`config.mk`:
```
export PLATFORM = sky130hd
export DESIGN_NAME = uart_host_link_flat
export DESIGN_NICKNAME = d
export VERILOG_FILES = /design/src/rtl/uart_host_link_if.sv /design/src/rtl/uart_host_link.sv /design/src/flat_wrapper.sv
export SDC_FILE = /design/constraint.sdc
export NUM_CORES = 1
export LEC_CHECK = 0
export ABC_AREA = 1
export BUFFER_PORTS_ARGS = -buffer_cell sky130_fd_sc_hd__buf_2
export CORE_MARGIN = 3
export CORE_UTILIZATION = 25
export CTS_CLUSTER_DIAMETER = 40
export DETAILED_ROUTE_END_ITERATION = 10
export SLEW_MARGIN = 20
export SYNTH_ARGS = -nofsm -noshare
export SYNTH_HDL_FRONTEND = slang
export SYNTH_SLANG_ARGS = --single-unit
export TNS_END_PERCENT = 20
```
`constraint.sdc`:
```
create_clock -name comm_clk -period 2.49 [get_ports comm_clk]
set_clock_uncertainty 0.1 [all_clocks]
set_input_delay 0.747 -clock comm_clk [delete_from_list [all_inputs] [get_ports comm_clk]]
set_output_delay 0.747 -clock comm_clk [all_outputs]
set_load 0.01 [all_outputs]
```
`src/rtl/uart_host_link_if.sv`:
```
// Host job-source bus: job offer/accept handshake plus the GET_INFO request line.
interface uart_host_link_if;
  logic         job_valid;
  logic         job_ready;
  logic [255:0] job_midstate;
  logic [95:0]  job_work_data;
  logic [31:0]  job_nonce_min;
  logic [31:0]  job_nonce_max;
  logic         info_req;

  // Job source side
  modport master (
    output job_valid, job_midstate, job_work_data, job_nonce_min, job_nonce_max, info_req,
    input  job_ready
  );

  // Link side
  modport slave (
    input  job_valid, job_midstate, job_work_data, job_nonce_min, job_nonce_max, info_req,
    output job_ready
  );
endinterface

```
`src/rtl/uart_host_link.sv`:
```
// uart_host_link: host-side peer of the miner comm block. Frames PUSH_JOB / GET_INFO
// packets onto a byte UART and parses inbound ACK / INVALID / INFO / NONCE packets,
// tracking one outstanding request with a response timeout.
module uart_host_link #(
  parameter int unsigned RESP_TIMEOUT  = 12000000,
  parameter int unsigned RX_GAP_CYCLES = 120000,
  parameter int unsigned RX_MAX_LEN    = 16
) (
  input  logic        comm_clk,
  input  logic        reset,
  uart_host_link_if.slave host,
  output logic        tx_start,
  output logic [7:0]  tx_byte,
  input  logic        tx_busy,
  input  logic        rx_received,
  input  logic [7:0]  rx_byte,
  output logic        resp_valid,
  output logic [7:0]  resp_type,
  output logic [7:0]  resp_len,
  output logic [63:0] resp_payload,
  output logic        ack_valid,
  output logic        nonce_valid,
  output logic [31:0] nonce,
  output logic        proto_error,
  output logic        timeout
);

  localparam int unsigned PKT_BITS = 480;
  localparam int unsigned TMR_W    = $clog2(RESP_TIMEOUT + 1);
  localparam int unsigned GAP_W    = $clog2(RX_GAP_CYCLES + 1);

  localparam logic [7:0] JOB_LEN        = 8'h3C;
  localparam logic [7:0] INFO_LEN       = 8'h08;
  localparam logic [7:0] TYPE_GET_INFO  = 8'h00;
  localparam logic [7:0] TYPE_INVALID   = 8'h01;
  localparam logic [7:0] TYPE_PUSH_JOB  = 8'h02;
  localparam logic [7:0] TYPE_NONCE     = 8'h03;
  localparam logic [7:0] TYPE_ACK       = 8'h04;
  localparam logic [7:0] ACK_LEN        = 8'h08;
  localparam logic [7:0] NONCE_LEN      = 8'h0C;

  typedef enum logic [1:0] {T_IDLE, T_SEND, T_GUARD, T_WAIT_RESP} tx_state_t;
  typedef enum logic [1:0] {R_IDLE, R_BODY, R_DROP} rx_state_t;

  tx_state_t             tx_state;
  logic [PKT_BITS-1:0]   tx_sr;
  logic [7:0]            tx_len;
  logic [7:0]            tx_cnt;
  logic [TMR_W-1:0]      tx_timer;

  rx_state_t             rx_state;
  logic [7:0]            rx_len_q;
  logic [7:0]            rx_idx;
  logic [7:0]            rx_type_q;
  logic                  rx_bad_q;
  logic [GAP_W-1:0]      rx_gap;

  logic hdr_byte_c;
  logic rx_bad_c;
  logic rx_last_c;
  logic resp_done_c;
  logic resp_ends_wait_c;

  // Inbound byte classification for the current R_BODY index
  assign hdr_byte_c       = (rx_idx == 8'd1) || (rx_idx == 8'd2) ||
                            ((rx_idx >= 8'd4) && (rx_idx <= 8'd7));
  assign rx_bad_c         = rx_bad_q | (hdr_byte_c & (rx_byte != 8'h00));
  assign rx_last_c        = (rx_idx == (rx_len_q - 8'd1));
  assign resp_done_c      = (rx_state == R_BODY) & rx_received & rx_last_c & ~rx_bad_c;
  assign resp_ends_wait_c = resp_done_c & ((rx_type_q == TYPE_GET_INFO) ||
                                           (rx_type_q == TYPE_INVALID)  ||
                                           (rx_type_q == TYPE_ACK));

  // Outbound framer and request tracker; the UART busy flag lags tx_start by one cycle
  always_ff @(posedge comm_clk) begin
    if (reset) begin
      tx_state       <= T_IDLE;
      tx_sr          <= '0;
      tx_len         <= '0;
      tx_cnt         <= '0;
      tx_timer       <= '0;
      tx_start       <= 1'b0;
      tx_byte        <= '0;
      timeout        <= 1'b0;
      host.job_ready <= 1'b0;
    end else begin
      tx_start <= 1'b0;
      timeout  <= 1'b0;
      case (tx_state)
        T_IDLE: begin
          host.job_ready <= 1'b1;
          if (host.job_ready && host.job_valid) begin
            tx_sr          <= {JOB_LEN, 8'h00, 8'h00, TYPE_PUSH_JOB, 32'h0,
                               host.job_midstate, host.job_work_data,
                               host.job_nonce_min, host.job_nonce_max};
            tx_len         <= JOB_LEN;
            tx_cnt         <= '0;
            tx_state       <= T_SEND;
            host.job_ready <= 1'b0;
          end else if (host.job_ready && host.info_req) begin
            tx_sr          <= {INFO_LEN, 8'h00, 8'h00, TYPE_GET_INFO, 448'h0};
            tx_len         <= INFO_LEN;
            tx_cnt         <= '0;
            tx_state       <= T_SEND;
            host.job_ready <= 1'b0;
          end
        end
        T_SEND: begin
          if (!tx_busy) begin
            tx_byte  <= tx_sr[PKT_BITS-1 -: 8];
            tx_sr    <= {tx_sr[PKT_BITS-9:0], 8'h00};
            tx_start <= 1'b1;
            tx_cnt   <= tx_cnt + 8'd1;
            tx_state <= T_GUARD;
          end
        end
        T_GUARD: begin
          if (tx_cnt == tx_len) begin
            tx_timer <= '0;
            tx_state <= T_WAIT_RESP;
          end else begin
            tx_state <= T_SEND;
          end
        end
        T_WAIT_RESP: begin
          if (resp_ends_wait_c) begin
            tx_state       <= T_IDLE;
            host.job_ready <= 1'b1;
          end else if (tx_timer == TMR_W'(RESP_TIMEOUT - 1)) begin
            timeout        <= 1'b1;
            tx_state       <= T_IDLE;
            host.job_ready <= 1'b1;
          end else begin
            tx_timer <= tx_timer + TMR_W'(1);
          end
        end
        default: tx_state <= T_IDLE;
      endcase
    end
  end

  // Inbound parser with inter-byte gap watchdog; independent of the TX side
  always_ff @(posedge comm_clk) begin
    if (reset) begin
      rx_state     <= R_IDLE;
      rx_len_q     <= '0;
      rx_idx       <= '0;
      rx_type_q    <= '0;
      rx_bad_q     <= 1'b0;
      rx_gap       <= '0;
      resp_valid   <= 1'b0;
      resp_type    <= '0;
      resp_len     <= '0;
      resp_payload <= '0;
      ack_valid    <= 1'b0;
      nonce_valid  <= 1'b0;
      nonce        <= '0;
      proto_error  <= 1'b0;
    end else begin
      resp_valid  <= 1'b0;
      ack_valid   <= 1'b0;
      nonce_valid <= 1'b0;
      proto_error <= 1'b0;
      case (rx_state)
        R_IDLE: begin
          if (rx_received) begin
            rx_len_q     <= rx_byte;
            resp_payload <= '0;
            rx_idx       <= 8'd1;
            rx_bad_q     <= 1'b0;
            rx_type_q    <= '0;
            rx_gap       <= '0;
            if (rx_byte < 8'd8) begin
              proto_error <= 1'b1;
            end else if (rx_byte > 8'(RX_MAX_LEN)) begin
              rx_state <= R_DROP;
            end else begin
              rx_state <= R_BODY;
            end
          end
        end
        R_BODY: begin
          if (rx_received) begin
            rx_gap   <= '0;
            rx_bad_q <= rx_bad_c;
            if (rx_idx == 8'd3) rx_type_q <= rx_byte;
            if (rx_idx >= 8'd8) resp_payload <= {resp_payload[55:0], rx_byte};
            if (rx_last_c) begin
              rx_state <= R_IDLE;
              if (rx_bad_c) begin
                proto_error <= 1'b1;
              end else begin
                resp_valid  <= 1'b1;
                resp_type   <= rx_type_q;
                resp_len    <= rx_len_q;
                ack_valid   <= (rx_type_q == TYPE_ACK) && (rx_len_q == ACK_LEN);
                nonce_valid <= (rx_type_q == TYPE_NONCE) && (rx_len_q == NONCE_LEN);
                if ((rx_type_q == TYPE_NONCE) && (rx_len_q == NONCE_LEN))
                  nonce <= {resp_payload[23:0], rx_byte};
              end
            end else begin
              rx_idx <= rx_idx + 8'd1;
            end
          end else if (rx_gap == GAP_W'(RX_GAP_CYCLES - 1)) begin
            proto_error <= 1'b1;
            rx_state    <= R_IDLE;
          end else begin
            rx_gap <= rx_gap + GAP_W'(1);
          end
        end
        R_DROP: begin
          if (rx_received) begin
            rx_gap <= '0;
            if (rx_last_c) begin
              proto_error <= 1'b1;
              rx_state    <= R_IDLE;
            end else begin
              rx_idx <= rx_idx + 8'd1;
            end
          end else if (rx_gap == GAP_W'(RX_GAP_CYCLES - 1)) begin
            proto_error <= 1'b1;
            rx_state    <= R_IDLE;
          end else begin
            rx_gap <= rx_gap + GAP_W'(1);
          end
        end
        default: rx_state <= R_IDLE;
      endcase
    end
  end

endmodule

```
`src/flat_wrapper.sv`:
```
// flat-port wrapper written by rule: the top's interface ports become plain ports
module uart_host_link_flat 
#(
  parameter int unsigned RESP_TIMEOUT  = 12000000,
  parameter int unsigned RX_GAP_CYCLES = 120000,
  parameter int unsigned RX_MAX_LEN    = 16
)
  (comm_clk, reset, tx_start, tx_byte, tx_busy, rx_received, rx_byte, resp_valid, resp_type, resp_len, resp_payload, ack_valid, nonce_valid, nonce, proto_error, timeout, host_job_valid, host_job_midstate, host_job_work_data, host_job_nonce_min, host_job_nonce_max, host_info_req, host_job_ready);
  uart_host_link_if host_i ();
  input  logic comm_clk;
  input  logic reset;
  output logic tx_start;
  output logic [7:0] tx_byte;
  input  logic tx_busy;
  input  logic rx_received;
  input  logic [7:0] rx_byte;
  output logic resp_valid;
  output logic [7:0] resp_type;
  output logic [7:0] resp_len;
  output logic [63:0] resp_payload;
  output logic ack_valid;
  output logic nonce_valid;
  output logic [31:0] nonce;
  output logic proto_error;
  output logic timeout;
  input wire logic [$bits(host_i.job_valid)-1:0] host_job_valid;
  input wire logic [$bits(host_i.job_midstate)-1:0] host_job_midstate;
  input wire logic [$bits(host_i.job_work_data)-1:0] host_job_work_data;
  input wire logic [$bits(host_i.job_nonce_min)-1:0] host_job_nonce_min;
  input wire logic [$bits(host_i.job_nonce_max)-1:0] host_job_nonce_max;
  input wire logic [$bits(host_i.info_req)-1:0] host_info_req;
  output wire logic [$bits(host_i.job_ready)-1:0] host_job_ready;
  assign host_i.job_valid = host_job_valid;
  assign host_i.job_midstate = host_job_midstate;
  assign host_i.job_work_data = host_job_work_data;
  assign host_i.job_nonce_min = host_job_nonce_min;
  assign host_i.job_nonce_max = host_job_nonce_max;
  assign host_i.info_req = host_info_req;
  assign host_job_ready = host_i.job_ready;
  uart_host_link #(.RESP_TIMEOUT(RESP_TIMEOUT), .RX_GAP_CYCLES(RX_GAP_CYCLES), .RX_MAX_LEN(RX_MAX_LEN)) u_core (.comm_clk(comm_clk), .reset(reset), .host(host_i), .tx_start(tx_start), .tx_byte(tx_byte), .tx_busy(tx_busy), .rx_received(rx_received), .rx_byte(rx_byte), .resp_valid(resp_valid), .resp_type(resp_type), .resp_len(resp_len), .resp_payload(resp_payload), .ack_valid(ack_valid), .nonce_valid(nonce_valid), .nonce(nonce), .proto_error(proto_error), .timeout(timeout));
endmodule
```
## Word level (Yosys, flattened, before mapping)

Cells that the tools add are included.

- $add $sub $neg: 5
- Multiply operators: 0
- Shift-type cells: 0
- Reductions and logical operators: 39
- Bitwise logic cells: 13
- Div/mod/pow operators: 0
- Eq/ne operators: 33
- Muxes and demuxes: 64
- Order comparisons: 5

Operators by type and width:

| kind | count |
|---|---|
| $mux 480 | 3 |
| $pmux 480 s2 | 1 |
| $mux 64 | 3 |
| $pmux 64 s2 | 1 |
| $mux 8 | 11 |
| $mux 24 | 3 |
| $mux 17 | 3 |
| $pmux 24 s2 | 1 |
| $pmux 8 s2 | 3 |
| $pmux 17 s2 | 1 |
| $add 24x1->24 const B | 1 |
| $eq 24x24->1 const B | 1 |
| $eq 8x2->1 const B | 3 |
| $mux 2 | 12 |
| $reduce_and 4->1 | 6 |
| $ne 2x2->1 const B | 9 |
| $add 17x1->17 const B | 1 |
| $eq 17x17->1 const B | 1 |
| $mux 1 | 17 |
| $add 8x1->8 const B | 2 |
| $eq 8x1->1 const B | 2 |
| $eq 8x4->1 const B | 2 |
| $eq 8x8->1 | 2 |
| $reduce_and 3->1 | 4 |
| other kinds (32) | 66 |

- Word-level logic and storage cells: 182
- Memory bits (writable): 0
- Memories kept: 0
- Output and inout port bits: 127
- Bits in latches: 0
- Input port bits: 430
- Flip-flop bits (word level): 693
- Bits in read-only memories: 0

## Depth between registers and ports, before layout

Gate-level depths: netlist (run 1).

- Depth in word-level cells: 10
- Gate-level depth with buffers: 18
- Mapped depth without buffers: 16

## Worst setup path before layout (run 1)

OpenSTA, ideal clock, no wires.

- Path kind: input to register
- From: input rx_byte[0]
- To: register u_core.nonce[16]
- Data arrival time: 2.105 ns
- Cell stages on the path: 13
- Setup slack: 0.172 ns
- Cells stage by stage: nor2_1 > nor3b_1 > nand2_1 > nand2_1 > nand2_1 > nor2_1 > inv_2 > nor2_8 > nand4_2 > buf_2 > buf_2 > nor2_1 > nor2_1

- Word-level cells in the longest chain between the ends: 5

RTL lines:

| item | line | text |
|---|---|---|
| start, declared | flat_wrapper.sv:16 | `input logic [7:0] rx_byte;` |
| $reduce_bool 8->1 | uart_host_link.sv:67 | `assign rx_bad_c = rx_bad_q \| (hdr_byte_c & (rx_byte != 8'h00));` |
| $and 1x1->1 | uart_host_link.sv:67 |  |
| $or 1x1->1 | uart_host_link.sv:67 |  |
| $not 1->1 (no source line) | -- |  |
| $reduce_and 5->1 (no source line) | -- |  |
| end signal, assigned | uart_host_link.sv:199 | `nonce <= {resp_payload[23:0], rx_byte};` |
| end, declared | uart_host_link.sv:23 | `output logic [31:0] nonce,` |

No other way between the ends.
A chain may end at the register's enable or synchronous reset.

## Worst setup path after layout (run 1)

- From: register u_core.rx_len_q[1]
- To: register u_core.tx_timer[3]

- Word-level cells in the longest chain between the ends: 7

RTL lines:

| item | line | text |
|---|---|---|
| start, declared | uart_host_link.sv:52 | `logic [7:0] rx_len_q;` |
| start signal, assigned | uart_host_link.sv:167 | `rx_len_q <= rx_byte;` |
| $sub 8x1->8 | uart_host_link.sv:68 | `assign rx_last_c = (rx_idx == (rx_len_q - 8'd1));` |
| $eq 8x8->1 | uart_host_link.sv:68 |  |
| $and 1x1->1 (2 in a row) | uart_host_link.sv:69 | `assign resp_done_c = (rx_state == R_BODY) & rx_received & rx_last_c & ~rx_bad_c;` |
| $and 1x1->1 | uart_host_link.sv:70 | `assign resp_ends_wait_c = resp_done_c & ((rx_type_q == TYPE_GET_INFO) \|\|` |
| $ne 2x2->1 (no source line) | -- |  |
| $reduce_and 4->1 (no source line) | -- |  |
| end signal, assigned | uart_host_link.sv:134 | `tx_timer <= tx_timer + TMR_W'(1);` |
| end, declared | uart_host_link.sv:49 | `logic [TMR_W-1:0] tx_timer;` |

No other way between the ends.

==> flow_summary.yaml, run 1 <==
route:
  vias_per_cell: 4.83
  first_iter_violations: 2019
  routed-via-count: 27337
  routed_wl_um: 95500
  drc_errors: 0
  wl_per_cell_um: 16.9
  antenna_left: 0
  first_pass_iters: 6
critical_path:
  r2r_slack_ps: 130
  start_kind: "flip-flop"
  r2r_cells: 15
  path_max_fanout: 8
  reg2reg_to: "u_core.tx_timer[3]"
  cpMaxStageDelayCell: "dfxtp_2"
  path_delay_family: "simple AND/OR/NAND/NOR gates"
  cp-end-kind: "flip-flop"
  path_cells: "inv_1 > buf_4 > nand2_1 > nor2_1 > nand3_1 > nand3_1 > nand2_1 > nor2_4 > nand2_4 > nor2_8 > buf_12 > nand3_4 > clkbuf_16 > nand3_1 > a21oi_1"
  required_ps: 2910
  worst_path_most_repeated_cell: "nand3_1"
  path_buf_inv: 4
  worstPathArrival_ps: 2770
  critical_path_class: "flip-flop to flip-flop"
  slowest_delay_ps: 320
  r2r_start: "u_core.rx_len_q[1]"
synthesis:
  synth-seq-cells: 687
  syn-mean-instance-area_um2: 7.98
  post_synth_num_cell_types: 35
  synth_mux_area_share_pct: 0
  synth_top_family_by_area: "compound AO/OA/AOI/OAI gates"
  syn-num-nets: 3985
  synth_xor_area_share_pct: 1.15
  synth_compound_area_share_pct: 31.0
  synth_fa_ha_area_share_pct: 0.754
  netlist_instances: 3538
  ys_seq_area_share_pct: 48.7
  yosys.area_share.simple_pct: 12.1
  synth_area_um2: 28200
  yosysWarnings: 0
die:
  die_area_um2: 117000
  die_h_um: 342
  io_pins: 557
  core_region_area_um2: 111000
  rows: 122
  die_w_um: 342
  start_util_pct: 25.4
place:
  port_buffers: 556
  dp_hpwl_um: 66200
  place_congestion: 0.850
  dp_slack_ps: -220
timing:
  period_needed_ps: 2360
  rsz0062_at_grt: "yes"
  relSlewSlack_pct: 54.2
  hold_violations: 0
  period_share_pct: 94.6
  worst_pin_slew_ps: 682
  fmax_mhz: 425
  holdWs_ps: 238
  slew_violations: 0
  setup_viol_count_final: 0
  setup_tns_ps: 0
  fin_ws_ps: 135
run_status:
  outcome: "completed"
global_routing:
  grt_pass1_vias: 25552
  grt_pass1_wl_um: 146000
  grt_max_degree: 132
  antenna_found_initial: 37
  grt_overflow: 0
  grt_util_all_layers_pct: 15.4
cts:
  clockBufferDepth: 3
  cts.reportedPaths.clkPinSlew_ps: 60
  insertion_delay_ps: 680
  htree_levels: 3
  cts.sinks: 687
  postCtsHoldBufs: 0
  cts_tree: "done"
  clockRootBuffer: "clkbuf_16"
  numCtsBuffers: 108
hold_path:
  whs_path_depth: 3
  whs_endpoint: "u_core.tx_sr[0]"
  min_path_type: "input pin to flip-flop"
  hp-start: "host_job_nonce_max[0]"
final_layout:
  drive_gt1_share_pct: 22.8
  nNetsFinal: 4503
  utilization_pct: 33.5
  areaGrowthSynthToFinish_pct: 32.2
power_and_ir_drop:
  switching_share_pct: 38.1
  p_sw_mw: 18.8
  p_comb_share_pct: 34.1
  pwr-share-seq_pct: 34.8
  power_density_nw_per_um2: 1320
  power.internal_mw: 30.6
  vdd_drop_max_mv: 0.657
  p_leak_nw: 14.5
  clkPwrFrac_pct: 31.1
job:
  drv_cap: 0
cell usage after synthesis, drive strengths merged:
| cell type | count | share of area, % |
|---|---|---|
| a211oi | 6 | 0.16 |
| a21oi | 641 | 11 |
| a221oi | 1 | 0.031 |
| a22oi | 408 | 11 |
| a31oi | 1 | 0.022 |
| and3 | 2 | 0.044 |
| buf | 61 | 1.1 |
| clkbuf | 256 | 3.4 |
| clkinv | 5 | 0.067 |
| dfxtp | 687 | 49 |
| ha | 17 | 0.75 |
| inv | 128 | 1.7 |
| nand2 | 423 | 5.7 |
| nand3 | 137 | 2.5 |
| nand4 | 29 | 0.67 |
| nor2 | 181 | 2.5 |
| nor3 | 27 | 0.48 |
| nor3b | 3 | 0.080 |
| nor4 | 7 | 0.16 |
| nor4b | 1 | 0.031 |
| o21ai | 478 | 8.5 |
| o31ai | 2 | 0.053 |
| xnor2 | 7 | 0.22 |
| xor2 | 30 | 0.93 |
cell usage in the layout (no fill, tap or decap), types with 111 or more instances in the layout:
cell / count
nor2_1: 171
a22oi_1: 408
o21ai_0: 476
dfxtp_1: 684
nand2_1: 420
buf_4: 124
clkbuf_16: 111
inv_1: 118
buf_2: 555
nand3_1: 136
a21oi_1: 641
through the flow:
| step | instances | cell area, µm² | power [mW] |
|---|---|---|---|
| 6_report | 5655 | 37300 | 49.4 |
| 5_1_grt | 5642 | 37300 | 52.7 |
| 4_1_cts | 5631 | 37100 | 49.6 |
| 3_5_place_dp | 5429 | 33300 | 33.9 |
| 3_3_place_gp | 5429 | 33300 | 33.7 |
| 2_1_floorplan | 3538 | 28200 | 27.7 |
state kept, by name, summed over array words and instances (netlist names), 17 cells and up:
name,flops
u_core.tx_sr,480
u_core.resp_payload,64
u_core.nonce,32
u_core.tx_timer,24
u_core.rx_gap,17
layout make-up:
class                           count  area, µm²
Sequential cell                   687      13800
Timing Repair Buffer              724       4600
Antenna cell                       19       47.5
Multi-Input combinational cell   2402      12800
Clock inverter                     62        731
Tap cell                         1488       1860
Fill cell                       11625      74000
Clock buffer                      140       3020
Inverter                          133        507
power by group through the flow:
stage                     registers, mW  logic (mW)  clock network [mW]
after floorplan                    16.4        11.3                   0
after global placement             17.3        16.4                   0
after detailed placement           17.3        16.6                   0
after CTS                          17.2        16.7                15.7
after global routing               17.6        18.9                16.2
final                              17.2        16.8                15.4
tightest hold or removal path, cell delays in order:
cell and delay, ps:
buf_2 100, nand3_1 70, a21oi_1 50
worst max-delay path by stage:
stage | startpoint | slack, ps | depth (start not counted) | endpoint
3_5_place_dp | rx_byte[0] | -220 | 13 | u_core.nonce[29]
2_1_floorplan | rx_byte[0] | 170 | 13 | u_core.nonce[16]
4_1_cts | u_core.rx_len_q[0] | 120 | 16 | u_core.nonce[29]
5_1_grt | u_core.rx_len_q[1] | -50 | 15 | u_core.tx_timer[17]
3_3_place_gp | rx_byte[0] | -150 | 13 | u_core.nonce[23]
6_report | u_core.rx_len_q[1] | 130 | 15 | u_core.tx_timer[3]
cells by family (layout without fill, tap and decap cells):
group,count (synthesis),after routing
AOI/OAI and AO/OA,1537,1537
and+or+nand+nor,810,811
DFF,687,687
buffers and inverters,450,1059
xor gates and xnor gates,37,37
adders and majority gates,17,17
other,0,19
timing repair:
action / 4_1_cts / 5_1_grt
resized for setup: 0 / 16
buffers inserted: 0 / 2
setup endpoints to repair: 0 / 67
layer usage:
| metal | wire (µm) | GRT usage (%) | part of all wire [%] |
|---|---|---|---|
| met1 | 43400 | 20.8 | 45 |
| met2 | 42300 | 23.7 | 44 |
| met3 | 6920 | 4.06 | 7.2 |
| met4 | 2660 | 5.27 | 2.8 |
| met5 | 196 | 0 | 0.21 |
Power figures use the tool's default switching activity.
==> run 2: changes to the inputs <==
==> constraint.sdc (replaced) <==
create_clock -name comm_clk -period 2.49 [get_ports comm_clk]
set_clock_uncertainty 0.1 [all_clocks]
set_input_delay 0.498 -clock comm_clk [delete_from_list [all_inputs] [get_ports comm_clk]]
set_output_delay 0.498 -clock comm_clk [all_outputs]
set_load 0.01 [all_outputs]
==> run 2 against run 1 <==
  * Cell count is 4.0% higher
  * Utilization is 2.1 points higher
  * Total power is 0.43% lower
  * Non-clock buffer count is 229 higher
  * Critical endpoint is now u_core.nonce[12]
  * Largest cell class unchanged
==> flow_summary.yaml, run 2 (synthesis gave the netlist of run 1 again) <==
die:
  core_region_area_um2: 111000
  die_h_um: 342
  die_w_um: 342
  start_util_pct: 25.4
  io_pins: 557
  die_area_um2: 117000
  rows: 122
power_and_ir_drop:
  p_leak_nw: 15.4
  vdd_drop_max_mv: 0.896
  power_density_nw_per_um2: 1240
critical_path:
  path_max_fanout: 9
  start_kind: "flip-flop"
  required_ps: 2980
  cp-end-kind: "flip-flop"
  worstPathArrival_ps: 2910
  critical_path_class: "flip-flop to flip-flop"
final_layout:
  layout_commonest_cell: "dfxtp_1"
  nNetsFinal: 4732
  reg_top3: "u_core.tx_sr x480, u_core.resp_payload x64, u_core.nonce x32"
  drive_gt1_share_pct: 21.2
  utilization_pct: 35.7
  final_cell_mix: "dfxtp_1 (682), a21oi_1 (641), buf_2 (555)"
  largest_register_ffs: 480
  top_register: "u_core.tx_sr"
  areaGrowthSynthToFinish_pct: 40.6
route:
  drc_errors: 0
  routed-via-count: 28409
  vias_per_cell: 4.83
  first_pass_iters: 6
  wl_per_cell_um: 16.6
  first_iter_violations: 2011
  routed_wl_um: 97900
  antenna_left: 0
timing:
  rsz0062_at_grt: "yes"
  worst_pin_slew_ps: 1170
  hold_violations: 0
  relSlewSlack_pct: 22.1
  fmax_mhz: 414
  period_needed_ps: 2420
  holdWs_ps: 56.2
  slew_violations: 0
  period_share_pct: 97.1
  setup_viol_count_final: 0
run_status:
  outcome: "completed"
cts:
  cts_tree: "done"
  cts.sinks: 687
  clockBufferDepth: 3
  insertion_delay_ps: 680
  htree_levels: 3
  cts.reportedPaths.clkPinSlew_ps: 60
  numCtsBuffers: 109
  clockRootBuffer: "clkbuf_16"
hold_path:
  min_path_type: "input pin to flip-flop"
job:
  drv_cap: 0
place:
  place_congestion: 0.857
  dp_hpwl_um: 65300
  port_buffers: 556
global_routing:
  grt_pass1_vias: 26885
  grt_overflow: 0
  antenna_found_initial: 26
  grt_util_all_layers_pct: 15.8
  grt_max_degree: 176
  grt_pass1_wl_um: 150000
==> run 2: cell types whose count changed in the layout (fill, tap and decap cells not counted), sizes merged <==
| cell | delta |
|---|---|
| buf | -34 |
| bufinv | -2 |
| clkbuf | -10 |
| clkinv | +14 |
| diode | -6 |
| dlygate4sd3 | +261 |
| inv | +5 |
| nand2 | -1 |
==> run 2: per-stage QoR <==
step | cells | power, mW | area [µm²] | TNS (ps) | setup slack (ps)
floorplan | 3538 | 27.7 | 28200 | 0 | 337
global placement | 5393 | 33.2 | 33000 | -381 | -18.7
detailed placement | 5393 | 33.4 | 33000 | -1150 | -58.5
CTS | 5861 | 49.3 | 39400 | -11.8 | -9.83
global route | 5875 | 52.5 | 39700 | -186 | -39.7
finish | 5882 | 49.2 | 39700 | 0 | 71.9
==> run 2: final timing paths <==
check / from / end / slack [ps] / cells past startpoint
worst max-delay path: u_core.rx_len_q[0] / u_core.nonce[12] / 70 / 18
worst min-delay path: host_job_work_data[13] / u_core.tx_sr[77] / 60 / 3
worst max register to register: u_core.rx_len_q[0] / u_core.nonce[12] / 70 / 18
worst min register to register: u_core.tx_sr[476] / u_core.tx_byte[4] / 330 / 2
==> run 2: worst max-delay path, cell delays in order, from the launching register on <==
cell	delay, ps
dfxtp_2	360
inv_4	50
ha_4	270
inv_2	30
nand2_1	50
nand2_1	40
nor2_1	110
nand2_1	60
nor2_1	90
nand2_1	90
nor2_4	150
nand2_4	90
nor2_8	180
nand4_4	100
buf_12	190
clkbuf_16	160
nand2_1	60
nand2_1	60
nor2_1	80
==> run 2: where the power goes <==
part           switching (mW)  internal (mW)  total [mW]
registers                2.31           14.9        17.2
logic                    10.7           5.94        16.7
clock network            6.05           9.31        15.4
total                    19.1           30.1        49.2
==> run 2: cell type report <==
cell class              count  area [µm²]
well taps                1488        1860
fillers                 11306       71600
repair buffers            953        6970
clock inverters            79         868
inverters                 133         512
multi-input cells        2401       12800
flip-flops and latches    687       13800
clock buffers             128        2910
diodes                     13        32.5
==> run 2: metal layers <==
layer,wire length [µm],global-route usage (%)
met4,3010,5.89
met1,44200,21.2
met3,6570,3.91
met2,43900,24.4
met5,150,0
==> run 2: what timing repair did <==
item | in CTS | in global routing
endpoints found under the setup margin | 2 | 104
gates resized for setup | 0 | 26
pin swaps | 0 | 10
setup buffers | 0 | 3
hold buffers | 261 | 0
cloned | 0 | 5
hold endpoints to repair | 261 | 0
